==> src/rtl/piso_tx.sv <==
// Parallel-in serial-out transmitter: valid/ready word load, MSB-first serial output.
// Define PISO_PARITY_EN to append an even-parity bit to every frame.
module piso_tx #(
  parameter int unsigned WIDTH = 8
) (
  input  logic             clk,
  input  logic             reset,
  input  logic [WIDTH-1:0] p_in,
  input  logic             load_valid,
  output logic             load_ready,
  output logic             s_out,
  output logic             s_valid,
  output logic             s_last,
  output logic             busy
);

`ifdef PISO_PARITY_EN
  localparam int unsigned FrameLen = WIDTH + 1;
`else
  localparam int unsigned FrameLen = WIDTH;
`endif
  localparam int unsigned CntW = $clog2(FrameLen + 1);
  localparam logic [CntW-1:0] LastCnt = CntW'(FrameLen - 1);

  typedef enum logic [0:0] {StIdle, StShift} state_e;

  state_e              state_q, state_d;
  logic [FrameLen-1:0] shreg_q, shreg_d;
  logic [CntW-1:0]     cnt_q, cnt_d;
  logic                s_out_q, s_out_d;
  logic                s_valid_q, s_valid_d;
  logic                s_last_q, s_last_d;
  logic                busy_q, busy_d;
  logic                last_bit;
  logic                xfer;
  logic [FrameLen-1:0] load_word;

  // The parity bit rides in the shift register below the data, so it leaves after bit 0.
`ifdef PISO_PARITY_EN
  assign load_word = {p_in, ^p_in};
`else
  assign load_word = p_in;
`endif

  assign last_bit   = (state_q == StShift) && (cnt_q == LastCnt);
  assign load_ready = (state_q == StIdle) || last_bit;
  assign xfer       = load_valid && load_ready;

  always_comb begin
    state_d = state_q;
    shreg_d = shreg_q;
    cnt_d   = cnt_q;
    if (xfer) begin
      state_d = StShift;
      shreg_d = load_word;
      cnt_d   = '0;
    end else if (state_q == StShift) begin
      if (last_bit) begin
        state_d = StIdle;
        shreg_d = '0;
        cnt_d   = '0;
      end else begin
        shreg_d = {shreg_q[FrameLen-2:0], 1'b0};
        cnt_d   = cnt_q + CntW'(1);
      end
    end
  end

  // Outputs are registered from the next-state values so they line up with the new bit.
  always_comb begin
    s_out_d   = 1'b0;
    s_valid_d = 1'b0;
    s_last_d  = 1'b0;
    busy_d    = 1'b0;
    if (state_d == StShift) begin
      s_out_d   = shreg_d[FrameLen-1];
      s_valid_d = 1'b1;
      s_last_d  = (cnt_d == LastCnt);
      busy_d    = 1'b1;
    end
  end

  always_ff @(posedge clk) begin
    if (reset) begin
      state_q   <= StIdle;
      shreg_q   <= '0;
      cnt_q     <= '0;
      s_out_q   <= 1'b0;
      s_valid_q <= 1'b0;
      s_last_q  <= 1'b0;
      busy_q    <= 1'b0;
    end else begin
      state_q   <= state_d;
      shreg_q   <= shreg_d;
      cnt_q     <= cnt_d;
      s_out_q   <= s_out_d;
      s_valid_q <= s_valid_d;
      s_last_q  <= s_last_d;
      busy_q    <= busy_d;
    end
  end

  assign s_out   = s_out_q;
  assign s_valid = s_valid_q;
  assign s_last  = s_last_q;
  assign busy    = busy_q;

endmodule

==> config.mk <==
export PLATFORM = sky130hd
export DESIGN_NAME = piso_tx
export DESIGN_NICKNAME = d
export VERILOG_FILES = /design/src/rtl/piso_tx.sv
export SDC_FILE = /design/constraint.sdc
export NUM_CORES = 1
export LEC_CHECK = 0
export CORE_MARGIN = 8
export CORE_UTILIZATION = 40
export CTS_CLUSTER_SIZE = 16
export DETAILED_ROUTE_END_ITERATION = 16
export PLACE_DENSITY = 0.75
export SYNTH_ARGS = -nofsm -noshare
export SYNTH_HDL_FRONTEND = slang
export SYNTH_SLANG_ARGS = --single-unit
==> constraint.sdc <==
create_clock -name clk -period 1.53 [get_ports clk]
set_clock_uncertainty 0.15 [all_clocks]
set_input_delay 0.459 -clock clk [delete_from_list [all_inputs] [get_ports clk]]
set_output_delay 0.459 -clock clk [all_outputs]
set_load 0.02 [all_outputs]
[After elaboration in Yosys (flattened, before gate mapping)]
Cells that the tools add are included.
Storage, ports and cells
  bits in registers: 16
  latch bits: 0
  RAM bits: 0
  bits in read-only memories: 0
  input bits: 11
  output and inout bits: 5
  word-level logic and storage cells: 27
  memories kept: 0
Operators by class
  $add $sub $neg: 1
  $mul: 0
  divide/modulo/power cells: 0
  magnitude comparators: 0
  eq/ne operators: 2
  shift-type cells: 0
  muxes and demuxes: 10
  bitwise gates (word level): 2
  reductions and logical operators: 5
Operators with widths (number)
  $mux 8: 3
  $mux 4: 3
  $eq 4x3->1 const B: 2
  $add 4x1->4 const B: 1
  $mux 1: 4
  $logic_and 1x1->1: 2
  $not 1->1: 2
  $reduce_bool 2->1: 1
  $reduce_or 2->1: 1
  $logic_or 1x1->1: 1

[Logic depth before layout (Yosys ltp)]
  word-level depth: 7
  gate-level depth with buffers: 5

[Worst setup path after synthesis]
Ideal clock, no wire load.
  path type: reg2out
  from: reg cnt_q[0]
  to: out load_ready
  arrival time: 1.071 ns
  data required time: 0.921 ns
  setup slack: -0.150 ns
  cell stages (with the launch flop): 4
  buffers on the path: 0
  path through: dfxtp_1 > ha_1 > nand3b_1 > nand2_1
On the way
  longest elaborated chain between the ends: 3
Ends and longest elaborated chain
  start, declared: RTL line 29  | logic [CntW-1:0] cnt_q, cnt_d;
  start signal, assigned: RTL line 95  | cnt_q <= cnt_d;
  $eq 4x3->1: RTL line 45  | assign last_bit = (state_q == StShift) && (cnt_q == LastCnt);
  $logic_and 1x1->1: RTL line 45
  $logic_or 1x1->1: RTL line 46  | assign load_ready = (state_q == StIdle) || last_bit;
  end, declared: RTL line 10  | output logic load_ready,
Every way passes these cells.

[Worst setup path in the final report]
Same ends and word-level chain as after synthesis.

==> impl_metrics.env <==
export IMPL_worst_pin_slew_ns=0.298
export IMPL_ant_nets=0
export IMPL_final_layout_size_suffix_gt1_share_pct=39.3
export IMPL_port_buffers=15
export IMPL_antenna_found_initial=0
export IMPL_synth_compound_area_share_pct=27.5
export IMPL_drc_errors=0
export IMPL_peakVddDrop_v=0.000686
export IMPL_crit_required_ns=0.92
export IMPL_ys_seq_area_share_pct=42.9
export IMPL_cts_tree="done"
export IMPL_rsz0062_at_grt="yes"
export IMPL_synth_area_um2=699
export IMPL_setup_ws_ns=-0.187
export IMPL_nets=125
export IMPL_layout_common_cells="buf_4, dfxtp_1, nor2_1, clkdlybuf4s50_1, o211ai_1"
export IMPL_num_rows=15
export IMPL_final_cells=129
export IMPL_place_inst=119
export IMPL_io_pins=16
export IMPL_min_from="shreg_q[0]$_SDFFE_PP0P_"
export IMPL_yosysUniqueCellTypes=29
export IMPL_power_leakage_nw=0.432
export IMPL_hold_viol_final=0
export IMPL_hold_end="shreg_q[0]$_SDFFE_PP0P_"
export IMPL_drt_iter0_markers=15
export IMPL_period_share_pct=112
export IMPL_hold_path_depth=2
export IMPL_status="finished, violations left"
export IMPL_synth_nets=91
export IMPL_slew_viol_final=0
export IMPL_dieArea_um2=3340
export IMPL_pwr_density_cell_nw_per_um2=791
export IMPL_worstSetupEndpointType="output port"
export IMPL_syn_area_per_cell_um2=8.85
export IMPL_async_flop_share_pct=0
export IMPL_yosys_warnings=0
export IMPL_core_area_um2=1690
export IMPL_reg2regPathDepth=8
export IMPL_synth_xor_area_share_pct=1.25
export IMPL_preCtsSetupSlack_ns=-0.349
export IMPL_gp_congestion=0.808
export IMPL_holdCritPathClass="reg -> reg"
export IMPL_drt_vias_per_instance=5.86
export IMPL_grt_start_max_net_pins=12
export IMPL_critPathKind="reg -> out"
export IMPL_synth_mux_area_share_pct=1.61
export IMPL_rrSetupSlack_ns=-0.13
export IMPL_synth_seq_cells=15
export IMPL_layout_commonest_cell="buf_4"
export IMPL_violations="setup timing"
export IMPL_grt_pass1_vias=768
export IMPL_path_max_fanout=2
export IMPL_synthCells=79
export IMPL_grt_pass1_wl_mm=3.50
export IMPL_postRouteWirelength_mm=2.15
export IMPL_crit_arrival_ns=1.11
export IMPL_clock_path_buffers=2
export IMPL_maxCapViolations=0
export IMPL_start_util_pct=41.4
export IMPL_cts_reportedPaths_clkPinSlew_ns=0.09
export IMPL_finalSetupViolations=3
export IMPL_postCtsHoldBufs=0
export IMPL_postLayoutCoreUtil_pct=63.0
export IMPL_start_kind="flip-flop"
export IMPL_min_period_ns=1.72
export IMPL_cts_max_level=1
export IMPL_fmax_mhz=582
export IMPL_wl_per_cell_um=16.7
export IMPL_synth_edf_count=0
export IMPL_die_h_um=57.8
export IMPL_vias=756
export IMPL_clock_sinks=15
export IMPL_area_growth_pct=52.1
export IMPL_ys_flop_type="dfxtp_1"
export IMPL_synth_top_family_by_area="compound AO/OA/AOI/OAI gates"
export IMPL_rr_startpoint="cnt_q[0]$_SDFF_PP0_"
export IMPL_slew_headroom_pct=80.0
export IMPL_die_w_um=57.8
export IMPL_antennaDiodeCount=0
export IMPL_grt_util_all_layers_pct=13.3
export IMPL_grt_ovfl_total=0
export IMPL_dp_hpwl_mm=1.31
export IMPL_clk_latency_ns=0.29
export IMPL_dr_pass1_iters=4
export IMPL_synth_adder_area_share_pct=1.79
export IMPL_cts_buffers=3
export IMPL_synth_simple_area_share_pct=18.6
export IMPL_worst_r2r_endpoint="shreg_q[7]$_SDFF_PP0_"
export IMPL_cts_root_buf="clkbuf_4"
-- sequential cells by signal (all words and copies together) (netlist names) --
name / flops
shreg_q: 8
cnt_q: 4
s_last: 1
s_out: 1
state_q: 1
-- how the worst max path moves through the flow --
stage,slack [ns],to,from
5_1_grt,-0.23,load_ready,cnt_q[0]$_SDFF_PP0_
6_report,-0.19,load_ready,cnt_q[0]$_SDFF_PP0_
4_1_cts,-0.19,load_ready,cnt_q[0]$_SDFF_PP0_
2_1_floorplan,0.008,load_ready,cnt_q[0]$_SDFF_PP0_
3_5_place_dp,-0.35,load_ready,cnt_q[1]$_SDFF_PP0_
3_3_place_gp,-0.34,load_ready,cnt_q[1]$_SDFF_PP0_
-- metal layers --
layer | up-vias | share of wire [%] | track usage [%]
met5 | - | 0 | 0
met3 | 6 | 5.4 | 5.52
met4 | 0 | 1.8 | 3.50
li1 | 367 | - | -
met2 | 23 | 48 | 22.3
met1 | 360 | 45 | 15.2
-- kinds of logic after synthesis --
family,after synthesis
compound gates,28
mux,1
flops,15
buf+inv,8
xor+xnor,1
simple gates,25
fa+ha+maj,1
-- synthesized netlist by cell type (all sizes together), types with 2 or more instances --
cell    count  share of area, %
buf         5               4.7
nor2       10               5.4
a211oi      7               7.5
nand2       5               2.7
nor4        2               2.7
and3b       2               2.5
clkbuf      2               1.1
a21oi       4               2.9
dfxtp      15                43
a31oi       6               5.4
o211ai      7               7.5
-- report_power, final --
group / internal, mW / switching [mW]
Clock: 0.101 / 0.128
Sequential: 0.413 / 0.0149
Combinational: 0.0948 / 0.0894
Total: 0.609 / 0.233
-- metrics by stage --
stage	power, mW	instance area [um2]	setup TNS [ns]	hold WS (ns)
floorplan	0.517	719	0	0.282
global placement	0.591	963	-3.16	0.293
detailed placement	0.594	963	-3.27	0.297
CTS	0.832	1040	-0.203	0.308
global route	0.885	1060	-0.539	0.325
finish	0.842	1060	-0.331	0.313
-- worst max-delay path, stage by stage, from the launching register on --
cell and delay [ns]:
dfxtp_4 0.36, ha_4 0.15, nand3b_1 0.11, nand2_2 0.07
buf_6 0.13
-- final cells by class --
type	count	area, um2
fill	136	626
multi-input combinational	57	414
sequential	15	307
timing repair buffer	35	292
clock buffer	4	26.3
tap	17	21.3
inverter	1	3.75
-- what timing repair did --
item	4_1_cts	5_1_grt
cloned	1	0
buffers inserted	5	1
resized for setup	23	10
setup endpoints to repair	14	12
pin swaps	2	6
Note: power is estimated with default switching activity, not from simulation.
